[src/rtl/idex_pkg.sv]
// Shared widths, field indices and occupancy encoding for the ID->EX pipeline stage.
package idex_pkg;

  localparam int unsigned DW_DEF  = 16;
  localparam int unsigned CW_DEF  = 16;
  localparam int unsigned RW_DEF  = 4;
  localparam int unsigned NDF_DEF = 3;
  localparam int unsigned NRF_DEF = 4;

  localparam int unsigned RS_IDX  = 0;
  localparam int unsigned RT1_IDX = 1;
  localparam int unsigned RT2_IDX = 2;
  localparam int unsigned RD_IDX  = 3;

  localparam logic [CW_DEF-1:0] CTRL_NOP = '0;

  typedef enum logic [1:0] {
    EMPTY = 2'd0,
    ONE   = 2'd1,
    FULL  = 2'd2
  } occ_e;

endpackage

[src/rtl/idex_entry_reg.sv]
// Single payload register with async active-low reset, synchronous clear and load enable.
module idex_entry_reg #(
  parameter int unsigned W = 8
) (
  input  logic         clk,
  input  logic         rst,
  input  logic         load,
  input  logic         clear,
  input  logic [W-1:0] d,
  output logic [W-1:0] q
);

  // Clear wins over load so a squash always leaves the entry zeroed.
  always_ff @(posedge clk or negedge rst) begin
    if (!rst) begin
      q <= '0;
    end else if (clear) begin
      q <= '0;
    end else if (load) begin
      q <= d;
    end
  end

endmodule

[src/rtl/idex_pipe_stage.sv]
// ID->EX pipeline register with ready/valid handshake and a 2-entry (main + skid) buffer.
// Optional IDEX_STAT_EN adds saturating stall and popped-NOP counters.
module idex_pipe_stage
  import idex_pkg::*;
#(
  parameter int unsigned DW  = DW_DEF,
  parameter int unsigned CW  = CW_DEF,
  parameter int unsigned RW  = RW_DEF,
  parameter int unsigned NDF = NDF_DEF,
  parameter int unsigned NRF = NRF_DEF
) (
  input  logic              clk,
  input  logic              rst,
  input  logic              in_valid,
  output logic              in_ready,
  input  logic [NDF*DW-1:0] in_data,
  input  logic [NRF*RW-1:0] in_regs,
  input  logic [CW-1:0]     in_ctrl,
  input  logic              flush,
  output logic              out_valid,
  input  logic              out_ready,
  output logic [NDF*DW-1:0] out_data,
  output logic [NRF*RW-1:0] out_regs,
  output logic [CW-1:0]     out_ctrl,
  output logic              out_nop
`ifdef IDEX_STAT_EN
  ,
  output logic [15:0]       stall_cnt,
  output logic [15:0]       nop_cnt
`endif
);

  localparam int unsigned DATA_W = NDF * DW;
  localparam int unsigned REGS_W = NRF * RW;
  localparam int unsigned PW     = CW + REGS_W + DATA_W;

  occ_e          state_q, state_d;
  logic          push, pop;
  logic          main_load, main_from_skid, main_clear;
  logic          skid_load, skid_clear;
  logic          in_ready_q, out_valid_q, nop_q, nop_d;
  logic [PW-1:0] in_pay, main_d, main_q, skid_q;

  assign push = in_valid & in_ready_q;
  assign pop  = out_valid_q & out_ready;

  // A NOP beat is stored as all-zero payload, so its ctrl field stays 0 as well.
  assign in_pay = (in_ctrl == CW'(CTRL_NOP)) ? '0 : {in_ctrl, in_regs, in_data};
  assign main_d = main_from_skid ? skid_q : in_pay;

  always_comb begin
    state_d        = state_q;
    main_load      = 1'b0;
    main_from_skid = 1'b0;
    main_clear     = 1'b0;
    skid_load      = 1'b0;
    skid_clear     = 1'b0;
    if (flush) begin
      state_d    = EMPTY;
      main_clear = 1'b1;
      skid_clear = 1'b1;
    end else begin
      case (state_q)
        EMPTY: begin
          if (push) begin
            main_load = 1'b1;
            state_d   = ONE;
          end
        end
        ONE: begin
          if (push && !pop) begin
            skid_load = 1'b1;
            state_d   = FULL;
          end else if (push && pop) begin
            main_load = 1'b1;
          end else if (pop) begin
            main_clear = 1'b1;
            state_d    = EMPTY;
          end
        end
        FULL: begin
          if (pop) begin
            main_load      = 1'b1;
            main_from_skid = 1'b1;
            skid_clear     = 1'b1;
            state_d        = ONE;
          end
        end
        default: begin
          state_d    = EMPTY;
          main_clear = 1'b1;
          skid_clear = 1'b1;
        end
      endcase
    end
  end

  // Bubble flag follows whatever lands in the main register.
  always_comb begin
    nop_d = nop_q;
    if (main_clear) begin
      nop_d = 1'b0;
    end else if (main_load) begin
      nop_d = (main_d[PW-1 -: CW] == CW'(CTRL_NOP));
    end
  end

  always_ff @(posedge clk or negedge rst) begin
    if (!rst) begin
      state_q     <= EMPTY;
      in_ready_q  <= 1'b1;
      out_valid_q <= 1'b0;
      nop_q       <= 1'b0;
    end else begin
      state_q     <= state_d;
      in_ready_q  <= (state_d != FULL);
      out_valid_q <= (state_d != EMPTY);
      nop_q       <= nop_d;
    end
  end

  idex_entry_reg #(.W(PW)) u_main (
    .clk   (clk),
    .rst   (rst),
    .load  (main_load),
    .clear (main_clear),
    .d     (main_d),
    .q     (main_q)
  );

  idex_entry_reg #(.W(PW)) u_skid (
    .clk   (clk),
    .rst   (rst),
    .load  (skid_load),
    .clear (skid_clear),
    .d     (in_pay),
    .q     (skid_q)
  );

  assign in_ready  = in_ready_q;
  assign out_valid = out_valid_q;
  assign out_nop   = nop_q;
  assign out_data  = main_q[DATA_W-1:0];
  assign out_regs  = main_q[DATA_W +: REGS_W];
  assign out_ctrl  = main_q[PW-1 -: CW];

`ifdef IDEX_STAT_EN
  logic [15:0] stall_q, nopc_q;

  // Saturating counters; only reset clears them, flush does not.
  always_ff @(posedge clk or negedge rst) begin
    if (!rst) begin
      stall_q <= '0;
      nopc_q  <= '0;
    end else begin
      if (out_valid_q && !out_ready && (stall_q != 16'hFFFF)) begin
        stall_q <= stall_q + 16'd1;
      end
      if (pop && nop_q && (nopc_q != 16'hFFFF)) begin
        nopc_q <= nopc_q + 16'd1;
      end
    end
  end

  assign stall_cnt = stall_q;
  assign nop_cnt   = nopc_q;
`endif

endmodule

[config.mk]
export PLATFORM = sky130hd
export DESIGN_NAME = idex_pipe_stage
export DESIGN_NICKNAME = d
export VERILOG_FILES = /design/src/rtl/idex_pkg.sv /design/src/rtl/idex_entry_reg.sv /design/src/rtl/idex_pipe_stage.sv
export SDC_FILE = /design/constraint.sdc
export NUM_CORES = 1
export LEC_CHECK = 0
export CAP_MARGIN = 10
export CORE_MARGIN = 2
export CORE_UTILIZATION = 44
export DETAILED_ROUTE_END_ITERATION = 7
export PLACE_DENSITY = 0.78
export SYNTH_ARGS = -nofsm -noshare
export SYNTH_HDL_FRONTEND = slang
export SYNTH_SLANG_ARGS = --single-unit
[constraint.sdc]
create_clock -name clk -period 4 [get_ports clk]
set_input_delay 0.6 -clock clk [delete_from_list [all_inputs] [get_ports clk]]
set_output_delay 0.6 -clock clk [all_outputs]
set_load 0.005 [all_outputs]
### Yosys cells after proc, flatten, opt, wreduce, memory -nomap -nowiden

Cells that the tools add are included.

* equal/unequal tests: 3
* multiplexer cells: 32
* bitwise operators: 2
* reduce and logical (&&, ||, !) cells: 11

Operator list (count)
* 2-to-1 mux 80 bit: 6
* logical NOT 16 bit: 2
* 2-to-1 mux 1 bit: 16
* 2-to-1 mux 2 bit: 6
* one-hot mux 2 bit (3 select lines): 1
* nonzero test 2 bit: 3
* one-hot mux 1 bit (2 select lines): 2
* OR reduction 2 bit: 2
* one-hot mux 1 bit (3 select lines): 1
* bitwise AND 1 bit: 2
* == test 2 x 1 -> 1 bit (second input constant): 1
* == test 2 bit (second input constant): 1
* logical AND 1 bit: 2
* logical NOT 2 bit: 1
* != test 2 bit (second input constant): 1
* logical NOT 1 bit: 1

* register bits after elaboration: 165
* input bits: 85
* logic and storage cells: 54

### Logic depth before layout (Yosys ltp)

* depth in word-level cells: 8
* mapped depth: 7

### Hierarchy

From an unflattened synthesis, not the netlist that was laid out.

* cells, all modules: 738
* area, all modules: 8589.5 sq um

Modules (own cells, without submodules)
* idex_entry_reg: times used 2, cells each 258, area each 3269.4 sq um, sequential area each 2001.9 sq um
* idex_pipe_stage: times used 1, cells each 222, area each 2050.7 sq um, sequential area each 126.4 sq um

### Worst setup path before layout

No wires, ideal clock.

* path type: input to register
* start point: in in_ctrl[7]
* end point: reg u_main.q[15]
* arrival time: 1.758 ns
* required time: 3.879 ns
* setup slack: 2.121 ns
* stages on the path: 6
* path buffers: 2
* path through: nor4_1 -> and4_1 -> buf_4 -> clkbuf_1 -> o2bb2ai_1 -> a22o_1

* cells in the longest elaborated chain, start to end: 5

Ends and longest elaborated chain
* start, declared: RTL line idex_pipe_stage.sv:18 `input logic [CW-1:0] in_ctrl,`
* logical NOT 16 bit: RTL line idex_pipe_stage.sv:48 `assign in_pay = (in_ctrl == CW'(CTRL_NOP)) ? '0 : {in_ctrl, in_regs, in_data};`
* 2-to-1 mux 80 bit: RTL line idex_pipe_stage.sv:48
* 2-to-1 mux 80 bit: RTL line idex_pipe_stage.sv:49 `assign main_d = main_from_skid ? skid_q : in_pay;`
* 2-to-1 mux 80 bit: RTL line idex_entry_reg.sv:19 `end else if (load) begin`
* 2-to-1 mux 80 bit: RTL line idex_entry_reg.sv:17 `end else if (clear) begin`
* end signal, assigned: RTL line idex_entry_reg.sv:16 `q <= '0;`
* end signal, assigned: RTL line idex_entry_reg.sv:18 `q <= '0;`
* end signal, assigned: RTL line idex_entry_reg.sv:20 `q <= d;`
* end, declared: RTL line idex_entry_reg.sv:10 `output logic [W-1:0] q`

No other way between the ends. The select of a mux whose other input is x is not followed.
A chain may end at the register's enable or synchronous reset.

### Worst setup path in the final report

* start point: in in_valid
* end point: reg u_skid.q[25]

* cells in the longest elaborated chain, start to end: 6

Ends and longest elaborated chain
* start, declared: RTL line idex_pipe_stage.sv:14 `input logic in_valid,`
* bitwise AND 1 bit: RTL line idex_pipe_stage.sv:44 `assign push = in_valid & in_ready_q;`
* logical AND 1 bit: RTL line idex_pipe_stage.sv:71 `if (push && !pop) begin`
* 2-to-1 mux 1 bit: RTL line idex_pipe_stage.sv:71
* 2-to-1 mux 1 bit: RTL line idex_pipe_stage.sv:63 `case (state_q)`
* 2-to-1 mux 1 bit: RTL line idex_pipe_stage.sv:58 `if (flush) begin`
* nonzero test 2 bit (no source line)
* end signal, assigned: RTL line idex_entry_reg.sv:16
* end signal, assigned: RTL line idex_entry_reg.sv:18
* end signal, assigned: RTL line idex_entry_reg.sv:20
* end, declared: RTL line idex_entry_reg.sv:10

No other way between the ends.

==> results.md <==
* Status: finished, final reports clean
* Post-CTS Resized at 0
* Dpl cells at 902
* Max Clk Rate at 357.5 MHz
* Drt first pass iters at 5
* Tcrit/Tclk final at 0.6994
* Switching power total at 0.001144 W
* Flop pwr share at 0.453
* Nets at 790
* R2R Path End: u_skid.q[25]
* Worst setup EP type: flop
* Setup TNS at 0 ns
* Largest net degree at the start of global routing at 102
* Netlist cell types at 32
* I/O pin count at 168
* Die area at 17,510 µm²
* Dominant cells by area after synthesis: dfrtp_1 57%, a22o_1 17%, o2bb2ai_1 9.8%, o21ai_0 4.5%, mux2i_1 2.3%
* Layout area overhead at 32.11%
* Setup Skew at 0.007224 ns
* DRC at 0
* VDD IR-drop max at 0.3145 mV
* Max Slew Vio Count at 0
* Clk root buf: clkbuf_16
* DP HPWL at 12,190 µm
* Worst EP arrival at 3.16 ns
* Layout cells sized above 1 at 0.08357
* Setup bufs post-CTS at 0
* RePlAce Congestion at 0.7935
* Vias in the first global route at 5,693
* Hold_buf cts at 0
* Drt total wl at 19,000 µm
* Post-Synthesis Cells at 569
* MaxCap Viol Count at 0
* Die Wd at 132.3 µm
* Gate power share at 0.171
* Minimum clock period at 2.798 ns
* Post-synth top area share at 0.5665
* Sequential-to-total area share from yosys stat at 0.5701
* Clock tree buffer depth at 2
* Core area at 16,000 µm²
* Global-route wire length before repair at 31,110 µm
* Total track usage at 0.2227
* PortBufs at 167
* PwrDens at 440.1 nW/µm²
* Slew margin rel. at 0.3955
* Hold_ws at 0.2640 ns
* Syn_nets at 654
* Wire per inst at 20.32 µm
* Total global routing overflow at 0
* H-tree lvl count at 4
* Final setup viols at 0
* Seq cells post-synth at 165
* Synthesized cell area at 7244 µm²
* Vias at 5,754
* CTS tree: built
* Multi-input logic area at 2768 µm²
* Worst-path fanout max at 36
* RR Startpoint: state_q[1]
* ANT nets after route at 0
* Footprint of the flip-flops and latches at 4130 µm²
* Iteration-0 DRC Markers at 519
* Pwr Total at 0.004212 W
* Critical Path RT at 4.36 ns
* Initial antenna violation count at 1
* Hold Violations, Final at 0
* Internal power at 0.003067 W
* Slew @ Worst Pin at 0.9067 ns
* Most frequent cells in the layout: 165 x clkdlybuf4s50_1, 164 x dfrtp_1, 144 x a22o_1
* Post-route non-filler standard cell count at 935
* Biggest area consumer among synthesized cells: dfrtp_1
* Crit path kind: in2reg
* CTS Buf Count at 17
* CTS clk-pin slew, worst paths at 0.07 ns
* Leak Pwr at 4.033 nW
* Core Rows at 46
* Worst-Skew Late Latency at 0.43 ns
* FF-to-FF path depth at 6
* Avg Synthesized Cell Area at 12.73 µm²
* Filler Cell Count at 1,288
* Synth warnings at 0
* Switching part of the total at 0.2717
* R2R setup slack at 1.36 ns
* RSZ-0062 raised after global routing: false
* Via/cell ratio at 6.154
* Most common cell after layout, fill and taps aside: clkdlybuf4s50_1
* Clock sink total at 165
* Clk network pwr share at 0.376
* CP Launch Type: primary input
* Chip height at 132.3 µm
* Initial core utilization at 0.4528
* Worst min-delay path class: in2async
[metrics by stage]
| step | util | worst slack, ns | area, µm² |
|---|---|---|---|
| 2_1_floorplan | - | 2.121 | 7244 |
| 3_3_place_gp | 0.5622 | 0.8620 | 8995 |
| 3_5_place_dp | 0.5622 | 0.7756 | 8995 |
| 4_1_cts | 0.5980 | 1.216 | 9568 |
| 5_1_grt | 0.5980 | 1.005 | 9568 |
| 6_report | 0.5981 | 1.202 | 9570 |
[worst max-delay path by stage]
stage / from / to / depth (start not counted)
after global placement: in_valid / u_skid.q[48] / 7
after floorplan: in_ctrl[7] / u_main.q[15] / 6
after global routing: in_valid / u_skid.q[46] / 7
after detailed placement: in_valid / u_skid.q[38] / 7
final: in_valid / u_skid.q[25] / 7
after CTS: in_valid / u_skid.q[25] / 7
[layout make-up]
class                   instances  share of cell area
flip-flops and latches        165              0.4316
multi-input cells             339              0.2892
repair buffers                181              0.1905
clock buffers                  17             0.04445
well taps                     216             0.02824
clock inverters                15             0.01543
inverters                       1           0.0003922
diodes                          1           0.0002615
[flip-flops by register name (all words and copies together) (netlist names)]
signal	flops
in_ready	1
out_nop	1
out_valid	1
state_q	2
u_main.q	80
u_skid.q	80
[critical path, cell delays in order]
cell	delay [ns]
clkdlybuf4s50_1	0.57
nand4b_4	0.15
nor3b_4	0.18
buf_4	0.24
nor2b_4	0.77
buf_4	0.44
a22o_1	0.19
[cells in the mapped netlist, drive strengths merged]
cell     number
a211oi        1
a21boi        1
a21oi         2
a221o         1
a22o        144
a31o          1
and4          2
buf          30
clkbuf       34
dfrtp       164
dfstp         1
inv           1
mux2i        17
nand2         2
nand2b        3
nand4b        2
nor2          2
nor2b         2
nor3          1
nor3b         1
nor4          8
o21a          1
o21ai        65
o2bb2ai      81
o31ai         1
xor2          1
[cell families (layout without fill, tap and decap cells)]
kind of cell	after synthesis	in the layout	synth area share
AOI/OAI and AO/OA	298	298	0.3288
and+or+nand+nor	23	23	0.02453
buffers and inverters	65	214	0.05181
other	0	1	0
xor gates and xnor gates	1	1	0.001209
DFF	165	165	0.5701
muxes	17	17	0.02349
[power groups by stage]
stage	clock (W)	combinational (W)	sequential, W
CTS	0.00161	0.000728	0.00191
floorplan	0	0.000341	0.00192
global placement	0	0.000702	0.00193
global route	0.00169	0.000781	0.00192
detailed placement	0	0.000724	0.00193
finish	0.00158	0.000720	0.00191
[layer usage]
metal / track usage / wire, µm / share of wire
met1: 0.3088 / 8356 / 0.44
met2: 0.3449 / 8846 / 0.47
met4: 0.06093 / 218 / 0.011
met3: 0.06459 / 1576 / 0.083
met5: 0 / 0 / 0
Note: power is estimated with default switching activity, not from simulation.
==> RTL edit (same flow settings) <==
The 3 values of `occ_e` get a one-hot encoding in 3 bits.
--- a/src/rtl/idex_pkg.sv
+++ b/src/rtl/idex_pkg.sv
@@ -15,8 +15,8 @@
   localparam logic [CW_DEF-1:0] CTRL_NOP = '0;
 
-  typedef enum logic [1:0] {
-    EMPTY = 2'd0,
-    ONE   = 2'd1,
-    FULL  = 2'd2
+  typedef enum logic [2:0] {
+    EMPTY = 3'b001,
+    ONE   = 3'b010,
+    FULL  = 3'b100
   } occ_e;
 
Behaviour: same outputs for any inputs over 4 cycles, from zero or initial values and one cycle with rst low; so few cycles prove little.
==> RTL edit against the unedited design <==
Sequential cell count is 1 higher; area after synthesis is 10% higher; critical path depth is 2 lower; register-to-register slack worse by 0.14 ns; routed wire length is 20% higher; total power is 2.6% lower; setup slack better by 0.0041 ns; cell area is 8.4% higher.
==> RTL edit: results (changes against the unedited design) <==
| Metric | Value |
|---|---|
| Status | `finished clean (unchanged)` |
| Dpl cell area | `0.00976 mm^2 (was 0.00899 mm^2)` |
| Combinational Power Share | `0.142 (was 0.171)` |
| Max transition margin | `0.247 (was 0.396)` |
| Fmax | `0.358 GHz (was 0.357 GHz)` |
| Ant diodes | `0 (was 1)` |
| Synth top area cells | `dfrtp_1 (51%), o32ai_1 (7.1%), nand2_1 (6.2%) (was dfrtp_1 (57%), a22o_1 (17%), o2bb2ai_1 (9.8%))` |
| First-pass GRT wire length | `36.7 mm (was 31.1 mm)` |
| Setup WS pre-CTS | `0.787 ns (was 0.776 ns)` |
| Switching Fraction | `0.253 (was 0.272)` |
| Synth Net Count | `954 (was 654)` |
| Crit-path leading delay family | `compound AO/OA/AOI/OAI gates (was buffers and inverters)` |
| Largest regs | `u_main.q (80), u_skid.q (80), state_q (3) (was u_main.q (80), u_skid.q (80), state_q (2))` |
| R2R Setup Slk | `1.22 ns (was 1.36 ns)` |
| Largest stage delay on the critical path | `0.90 ns (was 0.77 ns)` |
| FILL cells | `1540 (was 1288)` |
| Post-layout nets | `1069 (was 790)` |
| Final Wtd Congestion | `0.819 (was 0.794)` |
| Placed cells | `1194 (was 902)` |
| Cell variety after synth | `38 (was 32)` |
| Vias in the first global route | `7044 (was 5693)` |
| Power Density | `395 mW/mm^2 (was 440 mW/mm^2)` |
| Vias per Instance | `5.95 (was 6.15)` |
| WP data arrival | `3.07 ns (was 3.16 ns)` |
| RR Endpoint | `u_main.q[62] (was u_skid.q[25])` |
| Final hold slack | `0.199 ns (was 0.264 ns)` |
| Post-Route WL | `22.8 mm (was 19.0 mm)` |
| Worst setup path startpoint | `out_ready (was in_valid)` |
| Initial antenna violation count | `0 (was 1)` |
| Slowest-stage cell, CP | `o21ai_4 (was nor2b_4)` |
| Final Skew | `0.00882 ns (was 0.00722 ns)` |
| DR iter-0 viols | `739 (was 519)` |
| Mapped Cells | `869 (was 569)` |
| Avg WL per Cell | `18.6 um (was 20.3 um)` |
| Worst Setup EP | `u_main.q[62] (was u_skid.q[25])` |
| Crit Path Max Fanout | `33 (was 36)` |
| VDD IR max | `0.329 mV (was 0.314 mV)` |
| Pin count of the biggest net entering global routing | `130 (was 102)` |
-- RTL edit: cell types whose count changed after synthesis, moves of 66 or more --
cell       delta
a22o_1      -144
inv_1        +66
nand2_1     +130
nand3_1      +67
a21oi_1      +82
o2bb2ai_1    -81
-- RTL edit: layout make-up --
class / instances / share of cell area
Clock buffer: 19 / 0.0417
Clock inverter: 12 / 0.0173
Inverter: 67 / 0.0242
Timing Repair Buffer: 186 / 0.177
Multi-Input combinational cell: 546 / 0.311
Tap cell: 229 / 0.0276
Sequential cell: 166 / 0.401
-- RTL edit: cells by family after synthesis --
kind of cell / after synthesis / synth area share
compound gates: 239 / 0.210
flops: 166 / 0.520
simple gates: 306 / 0.187
buf+inv: 157 / 0.0815
mux: 1 / 0.00141
-- RTL edit: metal layers --
layer,track usage,vias to the layer above,routed length (um)
met1,0.325,3572,9880
met4,0.0755,0,386
met3,0.0483,35,1480
met5,0,-,0
met2,0.379,306,11000
li1,-,3372,-
